File: src/rtl/sa_operand_feeder_pkg.sv
// Shared systolic-array definitions: feeder FSM states, SRAM read latency and
// the flush-length rule used to drain the skewed lane pipeline.
package sa_operand_feeder_pkg;

  typedef enum logic [1:0] {
    ST_IDLE  = 2'd0,
    ST_READ  = 2'd1,
    ST_FLUSH = 2'd2,
    ST_DONE  = 2'd3
  } feeder_state_e;

  localparam int SRAM_RD_LATENCY = 1;

  // Cycles from the last read until the slowest lane has presented its final
  // beat: SRAM latency, one lane-0 register, plus the deepest skew line.
  function automatic int flush_len(input int num_lane, input int skew_en);
    return SRAM_RD_LATENCY + 1 + ((skew_en != 0) ? (num_lane - 1) : 0);
  endfunction

endpackage

File: src/rtl/sa_operand_feeder_if.sv
// Command, SRAM read port and array-side lane bus of the operand feeder.
// master = host/SRAM side, slave = feeder.
interface sa_operand_feeder_if #(
  parameter int NUM_LANE             = 8,
  parameter int DATA_WIDTH           = 8,
  parameter int LOG2_SRAM_BANK_DEPTH = 10
);

  logic                             i_start;
  logic [LOG2_SRAM_BANK_DEPTH-1:0]  i_rd_start_addr;
  logic [LOG2_SRAM_BANK_DEPTH-1:0]  i_rd_end_addr;
  logic                             o_sram_rd_en;
  logic [LOG2_SRAM_BANK_DEPTH-1:0]  o_sram_rd_addr;
  logic [NUM_LANE*DATA_WIDTH-1:0]   i_sram_rd_data;
  logic [NUM_LANE-1:0]              o_valid;
  logic [NUM_LANE*DATA_WIDTH-1:0]   o_data;
  logic                             o_busy;
  logic                             o_done;

  modport master (
    output i_start, i_rd_start_addr, i_rd_end_addr, i_sram_rd_data,
    input  o_sram_rd_en, o_sram_rd_addr, o_valid, o_data, o_busy, o_done
  );

  modport slave (
    input  i_start, i_rd_start_addr, i_rd_end_addr, i_sram_rd_data,
    output o_sram_rd_en, o_sram_rd_addr, o_valid, o_data, o_busy, o_done
  );

endinterface

File: src/rtl/sa_skew_delay_line.sv
// Fixed-depth delay of a valid/data pair; data only advances alongside a valid
// beat, so the output holds its last operand between beats.
module sa_skew_delay_line #(
  parameter int DEPTH = 1,
  parameter int WIDTH = 8
) (
  input  logic             clk,
  input  logic             rst_n,
  input  logic             src_valid,
  input  logic [WIDTH-1:0] src_data,
  output logic             dly_valid,
  output logic [WIDTH-1:0] dly_data
);

  logic [DEPTH-1:0]            vld_q;
  logic [DEPTH-1:0][WIDTH-1:0] data_q;

  always_ff @(posedge clk or negedge rst_n) begin
    if (!rst_n) begin
      vld_q  <= '0;
      data_q <= '0;
    end else begin
      vld_q[0] <= src_valid;
      if (src_valid) data_q[0] <= src_data;
      for (int i = 1; i < DEPTH; i++) begin
        vld_q[i] <= vld_q[i-1];
        if (vld_q[i-1]) data_q[i] <= data_q[i-1];
      end
    end
  end

  assign dly_valid = vld_q[DEPTH-1];
  assign dly_data  = data_q[DEPTH-1];

endmodule

File: src/rtl/sa_operand_feeder.sv
// Streams an inclusive SRAM address range into the systolic array edge,
// optionally skewing lane k by k cycles to form the diagonal wavefront.
//
// state    | meaning
// ---------+-----------------------------------------------------------
// ST_IDLE  | waiting for i_start; outputs quiet
// ST_READ  | one SRAM read per cycle, address wraps at bank depth
// ST_FLUSH | reads finished, draining SRAM latency and skew lines
// ST_DONE  | one-cycle o_done pulse, i_start ignored
module sa_operand_feeder
  import sa_operand_feeder_pkg::*;
#(
  parameter int NUM_LANE             = 8,
  parameter int DATA_WIDTH           = 8,
  parameter int LOG2_SRAM_BANK_DEPTH = 10,
  parameter int SKEW_EN              = 1
) (
  input  logic                clk,
  input  logic                rst_n,
  sa_operand_feeder_if.slave  bus
);

  localparam int AW          = LOG2_SRAM_BANK_DEPTH;
  localparam int LW          = NUM_LANE * DATA_WIDTH;
  localparam int FLUSH_LEN   = flush_len(NUM_LANE, SKEW_EN);
  localparam int FLUSH_CNT_W = (FLUSH_LEN > 2) ? $clog2(FLUSH_LEN) : 1;

  feeder_state_e          state;
  logic [AW-1:0]          rd_cnt;
  logic [FLUSH_CNT_W-1:0] flush_cnt;
  logic                   rd_en_q;
  logic [AW-1:0]          rd_addr_q;
  logic                   busy_q;
  logic                   done_q;

  // rd_cnt holds reads remaining after the current one, so the end address is
  // captured as (end - start) modulo the bank depth.
  always_ff @(posedge clk or negedge rst_n) begin
    if (!rst_n) begin
      state     <= ST_IDLE;
      rd_cnt    <= '0;
      flush_cnt <= '0;
      rd_en_q   <= 1'b0;
      rd_addr_q <= '0;
      busy_q    <= 1'b0;
      done_q    <= 1'b0;
    end else begin
      unique case (state)
        ST_IDLE: begin
          if (bus.i_start) begin
            state     <= ST_READ;
            rd_en_q   <= 1'b1;
            rd_addr_q <= bus.i_rd_start_addr;
            rd_cnt    <= bus.i_rd_end_addr - bus.i_rd_start_addr;
            busy_q    <= 1'b1;
          end
        end
        ST_READ: begin
          if (rd_cnt == '0) begin
            state     <= ST_FLUSH;
            rd_en_q   <= 1'b0;
            flush_cnt <= FLUSH_CNT_W'(FLUSH_LEN - 1);
          end else begin
            rd_addr_q <= rd_addr_q + 1'b1;
            rd_cnt    <= rd_cnt - 1'b1;
          end
        end
        ST_FLUSH: begin
          if (flush_cnt == '0) begin
            state  <= ST_DONE;
            busy_q <= 1'b0;
            done_q <= 1'b1;
          end else begin
            flush_cnt <= flush_cnt - 1'b1;
          end
        end
        ST_DONE: begin
          state  <= ST_IDLE;
          done_q <= 1'b0;
        end
        default: state <= ST_IDLE;
      endcase
    end
  end

  logic [SRAM_RD_LATENCY-1:0] rd_pipe;
  logic                       stage0_valid;
  logic [LW-1:0]              stage0_data;

  always_ff @(posedge clk or negedge rst_n) begin
    if (!rst_n) begin
      rd_pipe      <= '0;
      stage0_valid <= 1'b0;
      stage0_data  <= '0;
    end else begin
      rd_pipe[0] <= rd_en_q;
      for (int i = 1; i < SRAM_RD_LATENCY; i++) rd_pipe[i] <= rd_pipe[i-1];
      stage0_valid <= rd_pipe[SRAM_RD_LATENCY-1];
      if (rd_pipe[SRAM_RD_LATENCY-1]) stage0_data <= bus.i_sram_rd_data;
    end
  end

  logic [NUM_LANE-1:0] lane_valid;
  logic [LW-1:0]       lane_data;

  for (genvar k = 0; k < NUM_LANE; k++) begin : g_lane
    if (SKEW_EN != 0 && k > 0) begin : g_skew
      sa_skew_delay_line #(
        .DEPTH (k),
        .WIDTH (DATA_WIDTH)
      ) u_dly (
        .clk       (clk),
        .rst_n     (rst_n),
        .src_valid (stage0_valid),
        .src_data  (stage0_data[k*DATA_WIDTH +: DATA_WIDTH]),
        .dly_valid (lane_valid[k]),
        .dly_data  (lane_data[k*DATA_WIDTH +: DATA_WIDTH])
      );
    end else begin : g_direct
      assign lane_valid[k]                            = stage0_valid;
      assign lane_data[k*DATA_WIDTH +: DATA_WIDTH]    = stage0_data[k*DATA_WIDTH +: DATA_WIDTH];
    end
  end

  assign bus.o_sram_rd_en   = rd_en_q;
  assign bus.o_sram_rd_addr = rd_addr_q;
  assign bus.o_valid        = lane_valid;
  assign bus.o_data         = lane_data;
  assign bus.o_busy         = busy_q;
  assign bus.o_done         = done_q;

endmodule

File: src/flat_wrapper.sv
// flat-port wrapper written by rule: the top's interface ports become plain ports
module sa_operand_feeder_flat import sa_operand_feeder_pkg::*;
#(
  parameter int NUM_LANE             = 8,
  parameter int DATA_WIDTH           = 8,
  parameter int LOG2_SRAM_BANK_DEPTH = 10,
  parameter int SKEW_EN              = 1
)
  (clk, rst_n, bus_i_start, bus_i_rd_start_addr, bus_i_rd_end_addr, bus_i_sram_rd_data, bus_o_sram_rd_en, bus_o_sram_rd_addr, bus_o_valid, bus_o_data, bus_o_busy, bus_o_done);
  sa_operand_feeder_if #(.NUM_LANE(NUM_LANE), .DATA_WIDTH(DATA_WIDTH), .LOG2_SRAM_BANK_DEPTH(LOG2_SRAM_BANK_DEPTH)) bus_i ();
  input  logic clk;
  input  logic rst_n;
  input wire logic [$bits(bus_i.i_start)-1:0] bus_i_start;
  input wire logic [$bits(bus_i.i_rd_start_addr)-1:0] bus_i_rd_start_addr;
  input wire logic [$bits(bus_i.i_rd_end_addr)-1:0] bus_i_rd_end_addr;
  input wire logic [$bits(bus_i.i_sram_rd_data)-1:0] bus_i_sram_rd_data;
  output wire logic [$bits(bus_i.o_sram_rd_en)-1:0] bus_o_sram_rd_en;
  output wire logic [$bits(bus_i.o_sram_rd_addr)-1:0] bus_o_sram_rd_addr;
  output wire logic [$bits(bus_i.o_valid)-1:0] bus_o_valid;
  output wire logic [$bits(bus_i.o_data)-1:0] bus_o_data;
  output wire logic [$bits(bus_i.o_busy)-1:0] bus_o_busy;
  output wire logic [$bits(bus_i.o_done)-1:0] bus_o_done;
  assign bus_i.i_start = bus_i_start;
  assign bus_i.i_rd_start_addr = bus_i_rd_start_addr;
  assign bus_i.i_rd_end_addr = bus_i_rd_end_addr;
  assign bus_i.i_sram_rd_data = bus_i_sram_rd_data;
  assign bus_o_sram_rd_en = bus_i.o_sram_rd_en;
  assign bus_o_sram_rd_addr = bus_i.o_sram_rd_addr;
  assign bus_o_valid = bus_i.o_valid;
  assign bus_o_data = bus_i.o_data;
  assign bus_o_busy = bus_i.o_busy;
  assign bus_o_done = bus_i.o_done;
  sa_operand_feeder #(.NUM_LANE(NUM_LANE), .DATA_WIDTH(DATA_WIDTH), .LOG2_SRAM_BANK_DEPTH(LOG2_SRAM_BANK_DEPTH), .SKEW_EN(SKEW_EN)) u_core (.clk(clk), .rst_n(rst_n), .bus(bus_i));
endmodule
File: config.mk
export PLATFORM = sky130hd
export DESIGN_NAME = sa_operand_feeder_flat
export DESIGN_NICKNAME = d
export VERILOG_FILES = /design/src/rtl/sa_operand_feeder_pkg.sv /design/src/rtl/sa_operand_feeder_if.sv /design/src/rtl/sa_skew_delay_line.sv /design/src/rtl/sa_operand_feeder.sv /design/src/flat_wrapper.sv
export SDC_FILE = /design/constraint.sdc
export NUM_CORES = 1
export LEC_CHECK = 0
export CAP_MARGIN = 10
export CELL_PAD_IN_SITES_DETAIL_PLACEMENT = 0
export CELL_PAD_IN_SITES_GLOBAL_PLACEMENT = 1
export CORE_ASPECT_RATIO = 1.75
export CORE_MARGIN = 2
export CORE_UTILIZATION = 47
export CTS_CLUSTER_DIAMETER = 80
export CTS_CLUSTER_SIZE = 40
export DETAILED_ROUTE_END_ITERATION = 6
export PLACE_DENSITY = 0.84
export SKIP_CTS_REPAIR_TIMING = 1
export SYNTH_ARGS = -nofsm -noshare
export SYNTH_HDL_FRONTEND = slang
export SYNTH_HIERARCHICAL = 1
export SYNTH_SLANG_ARGS = --single-unit
File: constraint.sdc
create_clock -name clk -period 2.2 [get_ports clk]
set_input_delay 0.55 -clock clk [delete_from_list [all_inputs] [get_ports clk]]
set_output_delay 0.55 -clock clk [all_outputs]
set_load 0.03 [all_outputs]
Yosys cells after proc, flatten, opt, wreduce, memory -nomap -nowiden:

Index checks and enable logic that the tools add are counted.

* bits in registers: 347
* bits of input ports: 87

* $add $sub $neg: 4
* equal/unequal tests: 8
* mux-type cells: 20
* reduce and logical (&&, ||, !) cells: 13

Operators with widths (count)
* 2-to-1 mux 10 bit: 4
* one-hot mux 10 bit (2 select lines): 2
* AND reduction 3 bit: 5
* adder 10 x 1 -> 10 bit, second input constant: 1
* zero test 10 bit: 1
* subtractor 10 x 1 -> 10 bit, second input constant: 1
* subtractor 10 bit: 1
* 2-to-1 mux 4 bit: 2
* one-hot mux 2 bit (4 select lines): 1
* one-hot mux 4 bit (2 select lines): 1
* nonzero test 2 bit: 4
* 2-to-1 mux 2 bit: 3
* inequality test 2 bit, second input constant: 3
* one-hot mux 1 bit (2 select lines): 3
* == test 2 bit, second input constant: 2
* zero test 4 bit: 1
* 2-to-1 mux 1 bit: 4
* inequality test 2 x 1 -> 1 bit, second input constant: 2
* subtractor 4 x 1 -> 4 bit, second input constant: 1
* == test 2 x 1 -> 1 bit, second input constant: 1
* zero test 2 bit: 1
* AND reduction 2 bit: 1

Depth between registers and ports, before layout:

Gate-level depths: netlist of the first run.

* word-level depth: 3
* gate-level depth with buffers: 9
* mapped depth without buffers: 8

Cells and area by module:

Netlist of the first run, hierarchy kept.

Modules (own cells, without submodules)
* sa_operand_feeder: times used 1, cells an instance 449, area each 4964.8 um^2, sequential area each 2377.3 um^2
* sa_skew_delay_line at u_core.g_lane[7].g_skew.u_dly: times used 1, cells an instance 134, area each 2556.2 um^2, sequential area each 1576.5 um^2
* sa_skew_delay_line at u_core.g_lane[6].g_skew.u_dly: times used 1, cells an instance 116, area each 2199.6 um^2, sequential area each 1351.3 um^2
* sa_skew_delay_line at u_core.g_lane[5].g_skew.u_dly: times used 1, cells an instance 98, area each 1843.0 um^2, sequential area each 1126.1 um^2
* sa_skew_delay_line at u_core.g_lane[4].g_skew.u_dly: times used 1, cells an instance 80, area each 1486.4 um^2, sequential area each 900.9 um^2
* sa_skew_delay_line at u_core.g_lane[3].g_skew.u_dly: times used 1, cells an instance 62, area each 1129.8 um^2, sequential area each 675.6 um^2
* sa_skew_delay_line at u_core.g_lane[2].g_skew.u_dly: times used 1, cells an instance 44, area each 773.2 um^2, sequential area each 450.4 um^2
* sa_skew_delay_line at u_core.g_lane[1].g_skew.u_dly: times used 1, cells an instance 18, area each 356.6 um^2, sequential area each 225.2 um^2

Worst setup path before layout of the first run:

OpenSTA, ideal clock, no wires.

* path kind: in2reg
* start point: input port bus_i_rd_end_addr[0]
* end point: register u_core.rd_cnt[8]
* setup time: 0.077 ns
* data arrival time: 2.052 ns
* setup slack: 0.071 ns
* stages on the path: 8
* buffers on the path: 0
* cells stage by stage: inv_1 ha_1 fa_1 nor2b_1 o311a_1 o221a_1 mux2_1 o21ai_1

* longest elaborated chain between the ends: 3

RTL lines
* from (decl): RTL line flat_wrapper.sv:15 `input wire logic [$bits(bus_i.i_rd_end_addr)-1:0] bus_i_rd_end_addr;`
* subtractor 10 bit: RTL line sa_operand_feeder.sv:54 `rd_cnt <= bus.i_rd_end_addr - bus.i_rd_start_addr;`
* 2-to-1 mux 10 bit: RTL line sa_operand_feeder.sv:50 `if (bus.i_start) begin`
* one-hot mux 10 bit (2 select lines): RTL line sa_operand_feeder.sv:48 `unique case (state)`
* to (signal assigned): RTL line sa_operand_feeder.sv:54
* to (signal assigned): RTL line sa_operand_feeder.sv:65 `rd_cnt <= rd_cnt - 1'b1;`
* to (decl): RTL line sa_operand_feeder.sv:29 `logic [AW-1:0] rd_cnt;`

No other way between the ends. The select of a mux whose other input is x is not followed.
A chain may end at the register's enable or synchronous reset.

Worst setup path after layout of the first run:

* start point: register u_core.g_lane[2].g_skew.u_dly.data_q, in the netlist u_core/g_lane[2].g_skew.u_dly/dly_data[0]
* end point: output port bus_o_data[16]

RTL lines
* from (decl): RTL line sa_skew_delay_line.sv:16 `logic [DEPTH-1:0][WIDTH-1:0] data_q;`
* from (signal, indexed assignment): RTL line sa_skew_delay_line.sv:27 `if (vld_q[i-1]) data_q[i] <= data_q[i-1];`
* to (decl): RTL line flat_wrapper.sv:20 `output wire logic [$bits(bus_i.o_data)-1:0] bus_o_data;`

No word-level cell between the ends.

==> results of run 1 <==
state kept, by name, summed over array words and instances, names as in the netlist:
| name | cells |
|---|---|
| u_core/g_lane.g_skew.u_dly/data_q | 168 |
| u_core/stage0_data | 64 |
| u_core/g_lane.g_skew.u_dly/dly_data | 56 |
| u_core/g_lane.g_skew.u_dly/vld_q | 27 |
| u_core/bus.o_sram_rd_addr | 10 |
| u_core/rd_cnt | 10 |
| u_core/flush_cnt | 4 |
| u_core/state | 2 |
| u_core/bus.o_busy | 1 |
| u_core/bus.o_done | 1 |
| u_core/bus.o_sram_rd_en | 1 |
| u_core/g_lane.g_skew.u_dly/dly_valid | 1 |
| u_core/rd_pipe | 1 |
| u_core/stage0_valid | 1 |
kinds of logic (layout without fill, tap and decap cells):
family,Yosys count,count (layout),share of synthesized area (%)
and+or+nand+nor,106,106,3.629
buffers and inverters,131,280,6.007
adders and majority gates,20,20,1.684
AOI/OAI and AO/OA,94,94,4.315
xor gates and xnor gates,3,3,0.1717
muxes,300,300,27.48
DFF,347,347,56.72
power breakdown:
| group | total (mW) | switching [mW] | leakage [nW] | internal (mW) |
|---|---|---|---|---|
| clock | 3.42 | 2.06 | 0.232 | 1.35 |
| combinational | 12.8 | 4.87 | 4.21 | 7.90 |
| sequential | 12.6 | 2.84 | 4.04 | 9.71 |
| total | 28.7 | 9.78 | 8.48 | 19.0 |
through the flow:
stage                     cells  utilization (%)  setup TNS (ns)  cell area, sq um
after floorplan            1001                -               0             15310
after global placement     1529            53.80          -2.089             17280
after detailed placement   1529            53.80          -2.581             17280
after CTS                  1549            55.34          -1.099             17770
after global routing       1550            55.75               0             17900
final                      1550            55.75               0             17900
per-layer routing:
layer | part of all wire (%) | vias up | wire, microns
met2 | 55 | 149 | 15690
met3 | 3.5 | 33 | 986
li1 | - | 3740 | -
met5 | 0 | - | 0
met4 | 2.3 | 0 | 644
met1 | 39 | 4147 | 11170
worst min-delay path by stage:
| stage | to | cells after the start |
|---|---|---|
| after floorplan | u_core/bus.o_busy | 0 |
| after global placement | u_core/rd_pipe | 0 |
| after detailed placement | u_core/rd_pipe | 0 |
| after CTS | u_core/g_lane[6].g_skew.u_dly/data_q[17] | 1 |
| after global routing | u_core/rd_pipe | 0 |
| final | u_core/rd_pipe | 0 |
final cells by class:
type                    count  area [sq um]
multi-input cells         523          5729
repair buffers            234          2390
inverters                  26         97.59
fillers                  2586         14210
flip-flops and latches    347          8691
clock inverters             5         117.6
well taps                 400         500.5
clock buffers              15         375.4
cell usage after synthesis, drive strengths merged (10+ instances only):
cell type,instances,area [sq um]
dfrtp,347,8683
mux2,290,4106
buf,88,758.2
nand2,29,111.4
o21ai,27,135.1
inv,26,97.59
nor2,25,93.84
ha,19,237.7
clkbuf,17,63.81
nand3,15,75.07
a21oi,14,73.82
mux2i,10,100.1
placed cells by master, fill, tap and decap left out, types with 8 or more instances in the layout:
master,n
dlymetal6s2s_1,39
buf_12,8
buf_4,54
nand2_1,28
mux2_4,224
ha_1,17
nor2_1,25
mux2i_1,9
nand3_1,15
o21ai_1,15
o21ai_0,12
mux2_2,64
dfrtp_1,345
a21oi_1,13
clkbuf_16,15
inv_1,25
clkdlybuf4s50_1,131
==> flow_metrics.py, run 1 <==
metrics = {
    "floorplanning": {
        "die_y_microns": 242.8,
        "core_sq_mm": 0.03211,
        "io_pins": 172,
        "die_w_microns": 140.4,
        "fp.dieArea_sq_mm": 0.03409,
        "start_util_pct": 47.68,
        "num_rows": 87,
    },
    "yosys": {
        "ys_ff_latch": 347,
        "async_flop_share_pct": 100.0,
        "synth_cell_types": 62,
        "syn_inst": 1001,
        "yosysSeqAreaShare_pct": 56.72,
        "syn_area_sq_mm": 0.01531,
        "synth_edf_count": 0,
        "syn_avg_cell_area_sq_um": 15.29,
        "synth_fp_nets": 1108,
        "synth_warnings": 6,
        "ys.flop_type": "dfrtp_1",
    },
    "clock_tree": {
        "cts.sink_count": 347,
        "cts_tree": "done",
        "cts.htree.levels": 1,
        "cts_buffer_depth": 3,
        "clk_latency_ns": 0.53,
        "clk_pin_slew_ns": 0.13,
        "cts_buffers": 14,
        "clock-root-buffer": "clkbuf_16",
    },
    "critical_path": {
        "path_cells": "clkdlybuf4s50_1",
        "worstSetupEndpoint": "bus_o_data[16]",
        "rr_endpoint": "u_core/bus.o_sram_rd_addr[4]",
        "r2r_cells": 6,
        "path_buf_inv": 1,
        "timing.rr.start": "u_core/rd_cnt[4]",
        "critPathKind": "flip-flop to output pin",
        "startpoint_type": "flip-flop",
        "crit_cells": 1,
        "startpoint": "u_core/g_lane[2].g_skew.u_dly/dly_data[0]",
        "worstPathRequired_ns": 1.65,
        "rrSetupSlack_ns": 0.18,
        "cpPeakStageDelay_ns": 0.70,
        "cp_max_fo": 2,
        "arrival_ns": 1.60,
        "cp_slowest_cell": "clkdlybuf4s50_1",
        "crit_path_end_kind": "output pin",
        "cp_top_family": "buffers and inverters",
    },
    "worst_hold_path": {
        "hold_path_startpoint": "u_core/bus.o_sram_rd_en",
        "hold_path.class": "flip-flop to flip-flop",
    },
    "sta": {
        "fin_ws_ns": 0.05265,
        "hold_violations": 0,
        "rsz0062_at_grt": "false",
        "hold_ws_ns": 0.4563,
        "max_slew_margin_pct": 60.16,
        "slew_viol_final": 0,
        "fmax_mhz": 465.7,
        "final_min_period_over_clock_period_pct": 97.61,
        "skew_ns": 0.03129,
        "setup_viol": 0,
        "period_needed_ns": 2.147,
        "worst_pin_slew_ns": 0.5976,
    },
    "finish": {
        "nets": 1253,
        "syn2layout_area_growth_pct": 16.93,
        "diodes": 0,
        "drive_above_1_share_pct": 34.00,
    },
    "global_route": {
        "grt_max_degree": 64,
        "grt_antenna_before_repair": 0,
        "grt_overflow_total": 0,
        "grt_first_pass_wirelength_mm": 46.29,
        "grtUsageTotal_pct": 16.85,
        "grt_pass1_vias": 8546,
        "top_usage_layer": "met2",
        "grtUsageMet2_pct": 31.63,
        "use_met1_pct": 19.82,
        "globalRouteMet3Util_pct": 2.210,
    },
    "drt": {
        "drc": 0,
        "vias_per_cell": 5.206,
        "dr.pass1.iters": 4,
        "vias": 8069,
        "detail-route-antenna-nets": 0,
        "first_iter_violations": 319,
        "wl_per_cell_microns": 18.38,
        "routed_wl_mm": 28.49,
    },
    "run": {
        "max_cap_violations": 0,
    },
    "placed_design": {
        "io_buffers": 171,
        "dp_hpwl_mm": 20.53,
        "place_ws_ns": -0.5532,
        "place_congestion": 0.8632,
    },
    "outcome": {
        "run_status": "completed",
    },
    "pwr": {
        "peakVddDrop_v": 0.0007034,
        "p_per_area_mw_per_mm2": 1605,
        "power_mw": 28.74,
        "p_leak_nw": 8.480,
    },
}
Note: power is estimated with default switching activity, not from simulation.
==> run 2, diff against run 1 <==
Settings changed: SLEW_MARGIN set to 20.
==> results of run 2 <==
No change in the layout: final DEF, timing and power equal those of run 1.
